--- config.mk ---
export PLATFORM = sky130hd
export DESIGN_NAME = fpu_sequencer
export DESIGN_NICKNAME = d
export VERILOG_FILES = /design/src/rtl/fpu_seq_pkg.sv /design/src/rtl/mul_arbiter.sv /design/src/rtl/fpu_sequencer.sv
export SDC_FILE = /design/constraint.sdc
export NUM_CORES = 1
export LEC_CHECK = 0
export BUFFER_PORTS_ARGS = -buffer_cell sky130_fd_sc_hd__buf_4
export CAP_MARGIN = 40
export CORE_ASPECT_RATIO = 1.25
export CORE_MARGIN = 2
export CORE_UTILIZATION = 40
export CTS_CLUSTER_SIZE = 8
export DETAILED_ROUTE_END_ITERATION = 6
export HOLD_SLACK_MARGIN = 0.15
export PLACE_DENSITY = 0.76
export SYNTH_ARGS = -nofsm -noshare
export SYNTH_HDL_FRONTEND = slang
export SYNTH_SLANG_ARGS = --single-unit
--- constraint.sdc ---
create_clock -name clk -period 2.5 [get_ports clk]
set_clock_uncertainty 0.15 [all_clocks]
set_input_delay 0.125 -clock clk [delete_from_list [all_inputs] [get_ports clk]]
set_output_delay 0.125 -clock clk [all_outputs]
set_load 0.1 [all_outputs]
--- src/rtl/fpu_seq_pkg.sv ---
// Shared types, ALU function codes and neutral FPU input values for the FPU issue sequencer.
// Neutral inputs differ from every FP func, so each launch looks like fresh work to the fpu.
package fpu_seq_pkg;

  localparam logic [4:0] ALU_ADD    = 5'd0;
  localparam logic [4:0] ALU_FADDS  = 5'd16;
  localparam logic [4:0] ALU_FSUBS  = 5'd17;
  localparam logic [4:0] ALU_FMULS  = 5'd18;
  localparam logic [4:0] ALU_FCVTSW = 5'd19;

  localparam logic [31:0] NEUTRAL_OP   = 32'd0;
  localparam logic [4:0]  NEUTRAL_FUNC = ALU_ADD;
  localparam logic [2:0]  NEUTRAL_RM   = 3'd0;

  typedef enum logic [1:0] {
    ST_IDLE,
    ST_LAUNCH,
    ST_WAIT,
    ST_RESP
  } state_t;

  typedef enum logic [1:0] {
    OWN_NONE,
    OWN_INT,
    OWN_FPU
  } owner_t;

  function automatic logic is_multicycle(input logic [4:0] func);
    return (func == ALU_FMULS) || (func == ALU_FADDS) || (func == ALU_FSUBS);
  endfunction

endpackage

--- src/rtl/mul_arbiter.sv ---
// Arbitrates the shared 24x24 multiplier between integer MUL and FMULS; grants are registered.
// INT holds while requesting, FPU holds until released; ties alternate based on the last owner.
module mul_arbiter
  import fpu_seq_pkg::*;
(
  input  logic clk,
  input  logic rst,
  input  logic mul_req_int,
  input  logic fpu_take,
  input  logic fpu_release,
  output logic mul_grant_int,
  output logic mul_grant_fpu,
  output logic fpu_grantable
);

  owner_t owner, owner_nxt;
  owner_t last_owner, last_nxt;

  // FPU may only take a free multiplier, and loses a tie if it was the previous owner.
  assign fpu_grantable = (owner == OWN_NONE) && !(mul_req_int && (last_owner == OWN_FPU));

  always_comb begin
    owner_nxt = owner;
    last_nxt  = last_owner;
    case (owner)
      OWN_NONE: begin
        if (fpu_take) begin
          owner_nxt = OWN_FPU;
          last_nxt  = OWN_FPU;
        end else if (mul_req_int) begin
          owner_nxt = OWN_INT;
          last_nxt  = OWN_INT;
        end
      end
      OWN_INT: if (!mul_req_int) owner_nxt = OWN_NONE;
      OWN_FPU: if (fpu_release) owner_nxt = OWN_NONE;
      default: owner_nxt = OWN_NONE;
    endcase
  end

  always_ff @(posedge clk) begin
    if (rst) begin
      owner         <= OWN_NONE;
      last_owner    <= OWN_INT;
      mul_grant_int <= 1'b0;
      mul_grant_fpu <= 1'b0;
    end else begin
      owner         <= owner_nxt;
      last_owner    <= last_nxt;
      mul_grant_int <= (owner_nxt == OWN_INT);
      mul_grant_fpu <= (owner_nxt == OWN_FPU);
    end
  end

endmodule

--- src/rtl/fpu_sequencer.sv ---
// Issues one FP op at a time to the fpu and returns its result on a valid/ready port.
// Single-cycle ops respond 2 cycles after accept, multi-cycle ops at least 3; req_ready low while busy.
module fpu_sequencer
  import fpu_seq_pkg::*;
#(
  parameter int MAX_WAIT = 32
) (
  input  logic        clk,
  input  logic        rst,
  input  logic        req_valid,
  input  logic [4:0]  req_func,
  input  logic [31:0] req_opa,
  input  logic [31:0] req_opb,
  input  logic [2:0]  req_rm,
  output logic        req_ready,
  output logic [31:0] fpu_opa,
  output logic [31:0] fpu_opb,
  output logic [4:0]  fpu_func,
  output logic [2:0]  fpu_rm,
  input  logic        fpu_busy,
  input  logic [31:0] fpu_res,
  output logic        resp_valid,
  output logic [31:0] resp_data,
  input  logic        resp_ready,
  output logic        timeout,
  input  logic        mul_req_int,
  output logic        mul_grant_int,
  output logic        mul_grant_fpu
);

  localparam logic [5:0] WD_LIMIT = 6'(MAX_WAIT);

  state_t     state, state_nxt;
  logic [5:0] wd_cnt;
  logic       fpu_grantable;
  logic       accept;
  logic       take_mul;
  logic       release_mul;
  logic       wd_fire;
  logic       multi;

  assign req_ready   = (state == ST_IDLE) && ((req_func != ALU_FMULS) || fpu_grantable);
  assign accept      = req_valid && req_ready;
  assign take_mul    = accept && (req_func == ALU_FMULS);
  assign release_mul = (state == ST_RESP) && resp_ready;
  assign wd_fire     = (wd_cnt == WD_LIMIT);
  assign multi       = is_multicycle(fpu_func);

  mul_arbiter u_mul_arbiter (
    .clk           (clk),
    .rst           (rst),
    .mul_req_int   (mul_req_int),
    .fpu_take      (take_mul),
    .fpu_release   (release_mul),
    .mul_grant_int (mul_grant_int),
    .mul_grant_fpu (mul_grant_fpu),
    .fpu_grantable (fpu_grantable)
  );

  always_ff @(posedge clk) begin
    if (rst) state <= ST_IDLE;
    else     state <= state_nxt;
  end

  always_comb begin
    state_nxt = state;
    case (state)
      ST_IDLE:   if (accept) state_nxt = ST_LAUNCH;
      ST_LAUNCH: state_nxt = multi ? ST_WAIT : ST_RESP;
      ST_WAIT:   if (!fpu_busy || wd_fire) state_nxt = ST_RESP;
      ST_RESP:   if (resp_ready) state_nxt = ST_IDLE;
      default:   state_nxt = ST_IDLE;
    endcase
  end

  // The fpu_* registers double as the op latch; they return to neutral only on leaving RESP.
  always_ff @(posedge clk) begin
    if (rst) begin
      fpu_opa    <= NEUTRAL_OP;
      fpu_opb    <= NEUTRAL_OP;
      fpu_func   <= NEUTRAL_FUNC;
      fpu_rm     <= NEUTRAL_RM;
      resp_valid <= 1'b0;
      resp_data  <= 32'd0;
      timeout    <= 1'b0;
      wd_cnt     <= 6'd0;
    end else begin
      timeout <= 1'b0;
      case (state)
        ST_IDLE: begin
          if (accept) begin
            fpu_opa  <= req_opa;
            fpu_opb  <= req_opb;
            fpu_func <= req_func;
            fpu_rm   <= req_rm;
          end
        end
        ST_LAUNCH: begin
          wd_cnt <= 6'd0;
          if (!multi) begin
            resp_data  <= fpu_res;
            resp_valid <= 1'b1;
          end
        end
        ST_WAIT: begin
          wd_cnt <= wd_cnt + 6'd1;
          if (!fpu_busy || wd_fire) begin
            resp_data  <= fpu_res;
            resp_valid <= 1'b1;
            timeout    <= fpu_busy;
          end
        end
        ST_RESP: begin
          if (resp_ready) begin
            resp_valid <= 1'b0;
            fpu_opa    <= NEUTRAL_OP;
            fpu_opb    <= NEUTRAL_OP;
            fpu_func   <= NEUTRAL_FUNC;
            fpu_rm     <= NEUTRAL_RM;
          end
        end
        default: ;
      endcase
    end
  end

endmodule

==> summary.md <==
| Metric | Value |
|---|---|
| Fin area | 8190 sq um |
| Wire per inst | 15.7 um |
| R2R cell count | 6 |
| Post-Synthesis Net Count | 674 |
| CTS H-tree depth | 4 |
| Final GP Congestion | 0.820 |
| CP arrival | 2.55 ns |
| Mean Syn Cell Area | 8.65 sq um |
| CTS tree | yes |
| Top-count cell post-synth | nand2_1 |
| Post-route minimum period | 2.36 ns |
| Clock root buffer | clkbuf_16 |
| Hold Vio Cnt, Final | 0 |
| Final Hold Slack | 0.301 ns |
| Worst R2R End | u_mul_arbiter.owner[1]$_SDFF_PP0_ |
| WL met2 | 8580 um |
| Port bufs | 218 |
| Fmax | 0.424 GHz |
| DRC violations left | 0 |
| Max_cap viols | 0 |
| Synth cell count leaders | nand2_1, dfxtp_1, a21oi_1 |
| CP max FO | 6 |
| Met3 Wirelength | 820 um |
| Final Cycle Share | 94.4% |
| Post-synth top area share | 49.8% |
| Critical path type | flop to flop |
| Main synth FF type | dfxtp_1 |
| Hold path endpoint | fpu_opa[20]$_SDFFE_PP0P_ |
| Total Routing Usage GR | 24.7% |
| Startpoint Class | flop |
| Starting Density | 41.3% |
| CTS Buf Count | 17 |
| Yosys top cell by area | dfxtp_1 |
| Final setup vio count | 0 |
| Longest Clk Path Bufs | 2 |
| First-pass GRT wire length | 25300 um |
| Core Footprint | 11700 sq um |
| Synth Register Bits | 120 |
| I/O pin total | 219 |
| FF-to-FF setup slack | 0.14 ns |
| Initial antenna violation count | 2 |
| Final WL | 16400 um |
| Worst skew pair latency | 0.40 ns |
| Fill cells | 824 |
| Post-synthesis cell type count | 33 |
| DR pass1 iterations | 4 |
| TNS Setup | 0 ns |
| Slew headroom | 64.1% |
| Final setup margin | 0.140 ns |
| Critical R2R Launch | state[0]$_SDFFE_PP0P_ |
| Remaining Overflow, GRT | 0 |
| Vias in the first global route | 5360 |
| Post-synth EDFFs | 0 |
| CP Capture Type | flop |
| Post-detail-place hpwl | 9830 um |
| Multi-input logic area | 2110 sq um |
| Layout cell share with drive strength beyond 1 | 30.2% |
| Synth area leaders | dfxtp_1, nand3b_1, a21oi_1, nand2_1, buf_12 |
| Register area share after synthesis | 49.8% |
| Post-synthesis async set-or-reset flop share | 0% |
| Dpl ws | 0.354 ns |
| Antenna viol nets, final | 0 |
| Placed Area | 6500 sq um |
| Vias per cell | 5.02 |
| CTS Sinks | 120 |
| Mapped Area | 4820 sq um |
| Die Width | 102 um |
| Status | finished, final reports clean |
| Syn Inst Count | 557 |
| Hold Path Stages | 2 |
| Top Layer Used | met4 |
| Die area | 12900 sq um |
| Die H | 127 um |
| Postcts setup bufs | 0 |
| Worst hold path startpoint | fpu_opa[20]$_SDFFE_PP0P_ |
| Pin count of the biggest net entering global routing | 73 |
| Worst Path Required | 2.69 ns |
| Tightest Pin Transition | 0.539 ns |
| Layout Nets | 986 |
| M1 WL | 6030 um |
| Final Max Tran Viols | 0 |
| Rows | 44 |
| P&R area growth vs syn | 69.9% |
| Yosys warns | 0 |
| Sequential cell area | 2400 sq um |
| Drt first-iter violations | 247 |
| RSZ-0062 raised after global routing | false |
| Clock transition at path regs | 0.06 ns |
| Hold Path Class | flop to flop |
| Vias | 5244 |
-- worst max-delay path: stages, from the launching register on --
cell,delay (ns)
dfxtp_1,0.33
inv_1,0.14
ha_2,0.28
inv_1,0.07
or4_1,0.63
a21oi_1,0.16
dlygate4sd3_1,0.55
-- through the flow --
step	instances	util [%]
final	1044	70.2
after global routing	1044	70.2
after CTS	1042	70.1
after detailed placement	901	55.7
after global placement	900	55.5
after floorplan	557	-
-- how the worst max path moves through the flow --
stage | start | end | depth (start not counted)
2_1_floorplan | fpu_func[1]$_SDFFE_PP0P_ | resp_data[24]$_SDFFE_PP0P_ | 7
5_1_grt | state[0]$_SDFFE_PP0P_ | u_mul_arbiter.owner[1]$_SDFF_PP0_ | 6
3_3_place_gp | wd_cnt[0]$_SDFFE_PP0N_ | resp_data[7]$_SDFFE_PP0P_ | 7
6_report | state[0]$_SDFFE_PP0P_ | u_mul_arbiter.owner[1]$_SDFF_PP0_ | 6
3_5_place_dp | state[0]$_SDFFE_PP0P_ | state[0]$_SDFFE_PP0P_ | 7
4_1_cts | state[0]$_SDFFE_PP0P_ | u_mul_arbiter.owner[1]$_SDFF_PP0_ | 6
-- cells in the final DEF, fill, tap and decap left out, types with 3 or more instances in the layout --
cell type and n:
clkinv_2 6, o21ai_0 4, nand2b_1 5, nand2_1 142
clkinvlp_4 4, xor2_1 3, buf_12 4, nand3b_1 74
buf_4 222, inv_1 7, dlygate4sd3_1 110, ha_1 5
a21oi_1 110, clkbuf_16 17, bufinv_16 3, nor2_1 12
dfxtp_1 120
-- kinds of logic after synthesis --
| kind of cell | Yosys count | share of synthesized area [%] |
|---|---|---|
| AO/OA/AOI/OAI | 124 | 13.7 |
| XOR/XNOR | 4 | 0.727 |
| flip-flops | 120 | 49.8 |
| multiplexers | 2 | 0.415 |
| buffers and inverters | 51 | 6.83 |
| adder cells (fa/ha/maj) | 7 | 1.82 |
| AND/OR/NAND/NOR | 249 | 26.6 |
-- cell type report --
class	instances	area share [%]
Tap cell	161	2.46
Clock buffer	17	5.19
Clock inverter	14	1.94
Antenna cell	2	0.0611
Sequential cell	120	29.3
Timing Repair Buffer	337	35.0
Multi-Input combinational cell	386	25.7
Inverter	7	0.321
-- repair_timing --
action | CTS | global route
setup endpoints to repair | 0 | 1
hold endpoints to repair | 113 | 0
hold buffers | 110 | 0
gates resized for setup | 0 | 1
-- flip-flops by register name, indices dropped and copies added (netlist names) --
name / flops
fpu_func: 5
fpu_opa: 32
fpu_opb: 32
fpu_rm: 3
resp_data: 32
resp_valid: 1
state: 2
timeout: 1
u_mul_arbiter.last_owner: 2
u_mul_arbiter.mul_grant_fpu: 1
u_mul_arbiter.mul_grant_int: 1
u_mul_arbiter.owner: 2
wd_cnt: 6
-- layer usage --
| metal | GRT usage, % | up-vias |
|---|---|---|
| met5 | 0 | - |
| met4 | 16.0 | 0 |
| met3 | 6.56 | 76 |
| met2 | 43.0 | 203 |
| met1 | 25.8 | 2462 |
| li1 | - | 2503 |
Power is not shown: default switching activity piles up to over one toggle a cycle in this logic, so the estimate is an artifact.
